### src/rtl/i2c_mst_wr_stream.sv
// I2C master write engine: START, addr+W, ACK-checked data bytes pulled from a ready/valid stream, STOP.
// Optional macro I2C_MST_CLK_STRETCH_EN: freeze quarter timing while a slave holds released SCL low.
module i2c_mst_wr_stream #(
    parameter int CLK_DIV = 125,
    parameter int CNT_W   = 16
) (
    input  logic             clk_i,
    input  logic             rst_ni,
    input  logic             start_i,
    input  logic [6:0]       slv_addr_i,
    input  logic [7:0]       data_i,
    input  logic             data_valid_i,
    input  logic             data_last_i,
    output logic             data_ready_o,
    input  logic             scl_i,
    input  logic             sda_i,
    output logic             scl_oe_o,
    output logic             sda_oe_o,
    output logic             busy_o,
    output logic             done_o,
    output logic             nack_o,
    output logic [CNT_W-1:0] byte_cnt_o
);
    localparam int DIV_W = $clog2(CLK_DIV);
    localparam logic [DIV_W-1:0] DIV_MAX = DIV_W'(CLK_DIV - 1);

    typedef enum logic [2:0] {
        S_IDLE, S_START, S_ADDR, S_ACK, S_LOAD, S_DATA, S_STOP, S_DONE
    } state_t;

    state_t           state_reg, state_next;
    logic [DIV_W-1:0] div_cnt_reg, div_cnt_next;
    logic [1:0]       q_reg, q_next;
    logic [2:0]       bit_cnt_reg, bit_cnt_next;
    logic [7:0]       sh_reg, sh_next;
    logic             last_reg, last_next;
    logic             data_phase_reg, data_phase_next;
    logic             nack_reg, nack_next;
    logic [CNT_W-1:0] byte_cnt_reg, byte_cnt_next;
    logic             scl_oe_reg, sda_pipe_reg, sda_oe_reg;
    logic             scl_d, sda_d;
    logic             hold, tick;

`ifdef I2C_MST_CLK_STRETCH_EN
    assign hold = (state_reg != S_IDLE) && !scl_oe_reg && !scl_i;
`else
    logic unused_scl;
    assign unused_scl = scl_i;
    assign hold       = 1'b0;
`endif

    assign tick = (div_cnt_reg == DIV_MAX) && !hold;

    always_comb begin
        state_next      = state_reg;
        div_cnt_next    = div_cnt_reg;
        q_next          = q_reg;
        bit_cnt_next    = bit_cnt_reg;
        sh_next         = sh_reg;
        last_next       = last_reg;
        data_phase_next = data_phase_reg;
        nack_next       = nack_reg;
        byte_cnt_next   = byte_cnt_reg;

        // LOAD parks the divider so the first DATA quarter is full length
        if (state_reg == S_IDLE || state_reg == S_LOAD || state_reg == S_DONE)
            div_cnt_next = '0;
        else if (tick)
            div_cnt_next = '0;
        else if (!hold)
            div_cnt_next = div_cnt_reg + DIV_W'(1);

        case (state_reg)
            S_IDLE: begin
                if (start_i) begin
                    state_next      = S_START;
                    q_next          = 2'd0;
                    bit_cnt_next    = 3'd0;
                    sh_next         = {slv_addr_i, 1'b0};
                    data_phase_next = 1'b0;
                    nack_next       = 1'b0;
                    byte_cnt_next   = '0;
                end
            end
            S_START: begin
                if (tick) begin
                    q_next = q_reg + 2'd1;
                    if (q_reg == 2'd2) begin
                        state_next = S_ADDR;
                        q_next     = 2'd0;
                    end
                end
            end
            S_ADDR, S_DATA: begin
                if (tick) begin
                    q_next = q_reg + 2'd1;
                    if (q_reg == 2'd3) begin
                        sh_next      = {sh_reg[6:0], 1'b0};
                        bit_cnt_next = bit_cnt_reg + 3'd1;
                        if (bit_cnt_reg == 3'd7)
                            state_next = S_ACK;
                    end
                end
            end
            S_ACK: begin
                if (tick) begin
                    q_next = q_reg + 2'd1;
                    if (q_reg == 2'd3) begin
                        if (sda_i) begin
                            nack_next  = 1'b1;
                            state_next = S_STOP;
                        end else if (data_phase_reg) begin
                            if (byte_cnt_reg != {CNT_W{1'b1}})
                                byte_cnt_next = byte_cnt_reg + CNT_W'(1);
                            state_next = last_reg ? S_STOP : S_LOAD;
                        end else begin
                            state_next = S_LOAD;
                        end
                    end
                end
            end
            S_LOAD: begin
                if (data_valid_i) begin
                    sh_next         = data_i;
                    last_next       = data_last_i;
                    data_phase_next = 1'b1;
                    bit_cnt_next    = 3'd0;
                    q_next          = 2'd0;
                    state_next      = S_DATA;
                end
            end
            S_STOP: begin
                if (tick) begin
                    q_next = q_reg + 2'd1;
                    if (q_reg == 2'd2) begin
                        state_next = S_DONE;
                        q_next     = 2'd0;
                    end
                end
            end
            S_DONE:  state_next = S_IDLE;
            default: state_next = S_IDLE;
        endcase
    end

    always_comb begin
        scl_d = 1'b0;
        sda_d = 1'b0;
        case (state_reg)
            S_START: sda_d = (q_reg != 2'd0);
            S_ADDR, S_DATA: begin
                scl_d = ~q_reg[1];
                sda_d = ~sh_reg[7];
            end
            S_ACK:  scl_d = ~q_reg[1];
            S_LOAD: scl_d = 1'b1;
            S_STOP: begin
                scl_d = (q_reg == 2'd0);
                sda_d = (q_reg != 2'd2);
            end
            default: ;
        endcase
    end

    always_ff @(posedge clk_i or negedge rst_ni) begin
        if (!rst_ni) begin
            state_reg      <= S_IDLE;
            div_cnt_reg    <= '0;
            q_reg          <= 2'd0;
            bit_cnt_reg    <= 3'd0;
            sh_reg         <= 8'h00;
            last_reg       <= 1'b0;
            data_phase_reg <= 1'b0;
            nack_reg       <= 1'b0;
            byte_cnt_reg   <= '0;
            scl_oe_reg     <= 1'b0;
            sda_pipe_reg   <= 1'b0;
            sda_oe_reg     <= 1'b0;
        end else begin
            state_reg      <= state_next;
            div_cnt_reg    <= div_cnt_next;
            q_reg          <= q_next;
            bit_cnt_reg    <= bit_cnt_next;
            sh_reg         <= sh_next;
            last_reg       <= last_next;
            data_phase_reg <= data_phase_next;
            nack_reg       <= nack_next;
            byte_cnt_reg   <= byte_cnt_next;
            scl_oe_reg     <= scl_d;
            // SDA trails SCL by an extra clock so data never moves while SCL is still high
            sda_pipe_reg   <= sda_d;
            sda_oe_reg     <= sda_pipe_reg;
        end
    end

    assign scl_oe_o     = scl_oe_reg;
    assign sda_oe_o     = sda_oe_reg;
    assign data_ready_o = (state_reg == S_LOAD);
    assign busy_o       = (state_reg != S_IDLE);
    assign done_o       = (state_reg == S_DONE);
    assign nack_o       = nack_reg;
    assign byte_cnt_o   = byte_cnt_reg;

endmodule

### config.mk
export PLATFORM = sky130hd
export DESIGN_NAME = i2c_mst_wr_stream
export DESIGN_NICKNAME = d
export VERILOG_FILES = /design/src/rtl/i2c_mst_wr_stream.sv
export SDC_FILE = /design/constraint.sdc
export NUM_CORES = 1
export LEC_CHECK = 0
export ABC_AREA = 1
export CAP_MARGIN = 20
export CORE_MARGIN = 4
export CORE_UTILIZATION = 40
export DETAILED_ROUTE_END_ITERATION = 8
export SYNTH_ARGS = -nofsm -noshare
export SYNTH_HDL_FRONTEND = slang
export SYNTH_SLANG_ARGS = --single-unit
### constraint.sdc
create_clock -name clk_i -period 1.9 [get_ports clk_i]
set_input_delay 0.475 -clock clk_i [delete_from_list [all_inputs] [get_ports clk_i]]
set_output_delay 0.475 -clock clk_i [all_outputs]
set_load 0.01 [all_outputs]
# ---- Yosys cells after proc, flatten, opt, wreduce, memory -nomap -nowiden
# Cells that the tools add are included.
dict set report word_totals {
  input_bits 22
  regBits 45
  out_inout_bits 22
  wordCells 117
}
dict set report op_classes {
  reduce_logical 20
  bitwise_logic 2
  addsub 4
  mux 49
  eq_ne 30
}
# op count
set op_table {}
lappend op_table {{16-bit two-way mux} 6}
lappend op_table {{3-bit two-way mux} 15}
lappend op_table {{8-bit two-way mux} 4}
lappend op_table {{2-bit inequality test (second input constant)} 16}
lappend op_table {{16-bit one-hot mux with 2 select lines} 1}
lappend op_table {{8-bit one-hot mux with 3 select lines} 1}
lappend op_table {{3-bit one-hot mux with 7 select lines} 1}
lappend op_table {{16-bit by 1-bit adder with 16-bit output (second input constant)} 1}
lappend op_table {{2-bit two-way mux} 8}
lappend op_table {{16-bit inequality test (second input constant)} 1}
lappend op_table {{3-bit == test (second input constant)} 5}
lappend op_table {{5-bit AND reduction} 3}
lappend op_table {{7-bit two-way mux} 2}
lappend op_table {{11-bit AND reduction} 1}
lappend op_table {{3-bit one-hot mux with 3 select lines} 1}
lappend op_table {{2-bit one-hot mux with 4 select lines} 1}
lappend op_table {{7-bit by 1-bit adder with 7-bit output (second input constant)} 1}
lappend op_table {{7-bit == test (second input constant)} 1}
lappend op_table {{7-bit AND reduction} 1}
lappend op_table {{3-bit by 2-bit == test with 1-bit output (second input constant)} 2}
lappend op_table {{1-bit one-hot mux with 3 select lines} 2}
lappend op_table {{2-bit nonzero test} 3}
lappend op_table {{3-bit nonzero test} 2}
lappend op_table {{1-bit two-way mux} 5}
lappend op_table {{other kinds (15)} 21}

# ---- Logic depth before layout (Yosys ltp)
dict set report logic_depth {
  ltp_word 7
  ltp_mapped 11
}

# ---- Worst setup path before layout
# OpenSTA, ideal clock, no wires.
dict set report synth_timing {
  kind {flip-flop to flip-flop}
  startpoint {register byte_cnt_reg[0] (netlist: byte_cnt_o[0])}
  endpoint {register byte_cnt_reg[1] (netlist: byte_cnt_o[1])}
  required_time_ps 1783
  arrival_ps 1474
  period_less_slack_ps 1591
  slack_ps 309
  stages_incl_launch_ff 10
  cell_sequence {dfrtp_1 ha_1 nand2_1 nor2_4 nand3_2 o21bai_4 nand2_4 buf_4 nand3b_1 nand2_1}
}
dict set report synth_via {
  elab_chain_cells 7
  elab_cells_between_ends 10
  cone_classes {add/sub: 1; eq/ne: 2; mux: 6; reduce/logical: 1}
}
# element line
set synth_rtl {}
lappend synth_rtl {{start: declaration} 39} ;# logic [CNT_W-1:0] byte_cnt_reg, byte_cnt_next;
lappend synth_rtl {{start signal: assignment} 188} ;# byte_cnt_reg <= byte_cnt_next;
lappend synth_rtl {{16-bit by 1-bit adder with 16-bit output} 114} ;# byte_cnt_next = byte_cnt_reg + CNT_W'(1);
lappend synth_rtl {{16-bit two-way mux} 113} ;# if (byte_cnt_reg != {CNT_W{1'b1}})
lappend synth_rtl {{16-bit two-way mux} 112} ;# end else if (data_phase_reg) begin
lappend synth_rtl {{16-bit two-way mux} 109} ;# if (sda_i) begin
lappend synth_rtl {{16-bit two-way mux} 108} ;# if (q_reg == 2'd3) begin
lappend synth_rtl {{16-bit two-way mux} 106} ;# if (tick) begin
lappend synth_rtl {{16-bit one-hot mux with 2 select lines} 73} ;# case (state_reg)
# Parallel ways exist; a longest one is shown, timed or not. The select of a mux whose other input is x is not followed.
# A chain may end at the register's enable or synchronous reset.

# ---- Final worst setup path
dict set report layout_timing {
  startpoint {register state_reg[1]}
  endpoint {output port done_o}
}
dict set report layout_via {
  elab_chain_cells 1
}
# element line
set layout_rtl {}
lappend layout_rtl {{start: declaration} 31} ;# state_t state_reg, state_next;
lappend layout_rtl {{start signal: assignment} 180} ;# state_reg <= state_next;
lappend layout_rtl {{3-bit == test} 200} ;# assign done_o = (state_reg == S_DONE);
lappend layout_rtl {{end: declaration} 20} ;# output logic done_o,
# Every way passes these cells.

==> metrics <==
status=finished, final reports clean; Unique masters post-synth=33; Sw Ratio=44.31%; share of cells above drive strength 1=11.11%; Post-synth EDFFs=0; IO buf count=42; max cap viols=0; Global Route Usage Sum=16.59%; crit end category=output pin; Clock Power Share=14.1%; Slew Viols, Final=0; CP Data Arrival Time=1.32 ns; top cells by area, synth=dfrtp_1 (40%), nand2_1 (21%), nand3_1 (5.8%); Initial Util=41.42%; Comb power frac=53.5%; Worst setup SP type=register; Worst Hold Class=input port to async pin; Boundary Pins=44; DR vias=2640; pwr dens=1208 mW/mm2; synth warn=0; mapped cell area=0.002845 mm2; H-tree depth=2; Final Critical Period=1.798 ns; Synth Area per Inst=7.025 um2; Max FO, Critical Path=4; Synth top cells by count=nand2_1 (161), dfrtp_1 (45), nor2_1 (44); clock tree sinks=45; Final #Nets=499; post-synth top area share=39.58%; Crit path largest cell delay=0.45 ns; Design Power=0.004327 W; CP Depth=5; delay-heaviest family, CP=flip-flops; crit path max-delay cell type=dfrtp_2; clk_skew=0.002788 ns; most numerous cell in the Yosys netlist=nand2_1; Tcrit/Tclk final=94.65%; pin count of the biggest net entering global routing=46; post-synthesis async set-or-reset flop share=100.0%; WS Path Type=register to output pin; HPWL Detailed=4.975 mm; final setup vio count=0; final hold vios=0; post-synth top area cell=dfrtp_1; sequential power share=32.4%; Final ANT Viol Nets=0; CTS tree=done; critical path, cell by cell=nand2_1 -> inv_1 -> nand2_1 -> inv_1 -> dlygate4sd2_1; Leak=1.771 nW; Final Wtd Congestion=0.8762; # diodes=0; Psw=0.001917 W; CTS Buffer Depth=2; Layout area overhead=25.86%; final WL=6.524 mm; Tightest Pin Transition=0.5890 ns; antenna violations before repair=0; FF+latch count, synth=45; Worst Path Required=1.42 ns; Rel. slew slack=60.74%; Hold WS=0.2645 ns; DR vias/cell=4.681; core box area=0.006869 mm2; first-pass GRT wire length=11.54 mm; chip width=92.34 um; Fin Setup TNS=0 ns; Non-Filler Instances=564; total CTS buffers=5; final core utilization=52.13%; Reg2Reg Depth=11; fmax=556.1 MHz; max reg flops=16; post-synthesis sequential area ratio=39.58%; GRT overflow=0; drt pass-1 iters=4; Cell Int Power=0.002410 W; residual DRC count=0; CP bufs+invs=3; syn_nets=436; Syn Inst Count=405; First DRT Iteration DRCs=146; die height=92.34 um; vias in the first global route=2513; root cell of the clock tree=clkbuf_8; Cell Rows=30; Clock transition at path regs=0.08 ns; DP Cell Count=554; Worst-Skew Late Latency=0.29 ns; peak supply drop=0.0004803 V; ys flop type=dfrtp_1; Post-CTS Hold Buffers=0; routed len/inst=11.57 um; RSZ-0062 raised after global routing=no; Die Area=0.008527 mm2
[cells in the final DEF (no fill, tap or decap), drive strengths merged]
cell type        n
a21oi           10
and3             1
buf             23
clkbuf           6
clkdlybuf4s15    1
clkdlybuf4s50   38
clkinv           2
clkinvlp         1
dfrtp           45
dlygate4sd2      2
ha               9
inv             41
mux2             1
nand2          166
nand3           35
nand3b           2
nand4            8
nor2            49
nor3             2
nor3b            1
o211ai           1
o21ai           14
o21bai           1
o221ai           1
or2              1
xnor2            2
xor2             5
[kinds of logic (layout without fill, tap and decap cells)]
logic type                 after synthesis  in the layout  share of synthesized area, %
AOI/OAI and AO/OA                       27             27                         5.453
buffers and inverters                   51            114                         7.915
and+or+nand+nor                        265            265                         40.55
xor gates and xnor gates                 7              7                         2.155
DFF                                     45             45                         39.58
muxes                                    1              1                        0.3958
adders and majority gates                9              9                         3.958
[power groups by stage]
| stage | logic [W] | registers, W | clock network (W) |
|---|---|---|---|
| floorplan | 0.00160 | 0.00138 | 0 |
| global placement | 0.00226 | 0.00143 | 0 |
| detailed placement | 0.00228 | 0.00143 | 0 |
| CTS | 0.00232 | 0.00140 | 0.000634 |
| global route | 0.00265 | 0.00144 | 0.000679 |
| finish | 0.00232 | 0.00140 | 0.000608 |
[path summary, 6_finish.rpt]
kind | startpoint | endpoint | slack, ns
worst max-delay path | state_reg[1] | done_o | 0.10
worst min-delay path | rst_ni | div_cnt_reg[2] | 0.26
worst max register to register | state_reg[0] | state_reg[2] | 0.17
worst min register to register | sda_pipe_reg | sda_oe_o | 0.36
max in group asynchronous | rst_ni | state_reg[1] | 1.21
min in group clk_i | sda_pipe_reg | sda_oe_o | 0.36
[repair_timing]
item                                    in CTS  in global routing
buffers inserted                             3                  0
endpoints found under the setup margin       3                  4
pin swaps                                    0                  1
resized for setup                            5                  3
[worst reg2reg max path: cells and delay by family (launching register included)]
family        cells  cell delay [ns]
simple gates      8             0.82
buf+inv           3             0.42
flops             1             0.44
[final cells by class]
class	count	area [um2]
inverter	43	162.7
multi-input combinational	309	1501
fill	684	3288
timing repair buffer	64	578.1
sequential	45	1129
tap	96	120.1
clock inverter	1	7.507
clock buffer	6	82.58
[per-layer routing]
layer  vias to the layer above  wire length (um)  global-route usage (%)
met1                      1191              3117                   22.96
met4                         0                65                   4.084
li1                       1388                 -                       -
met3                         6               346                   2.843
met2                        55              2995                   26.95
met5                         -                 0                       0
[stage by stage]
| stage | setup WS [ns] | cell area [um2] |
|---|---|---|
| after detailed placement | 0.01914 | 3461 |
| after global routing | 0.007959 | 3581 |
| after CTS | 0.06844 | 3572 |
| after floorplan | 0.3089 | 2845 |
| final | 0.1017 | 3581 |
| after global placement | 0.04292 | 3461 |
(Power assumes the default switching activity.)
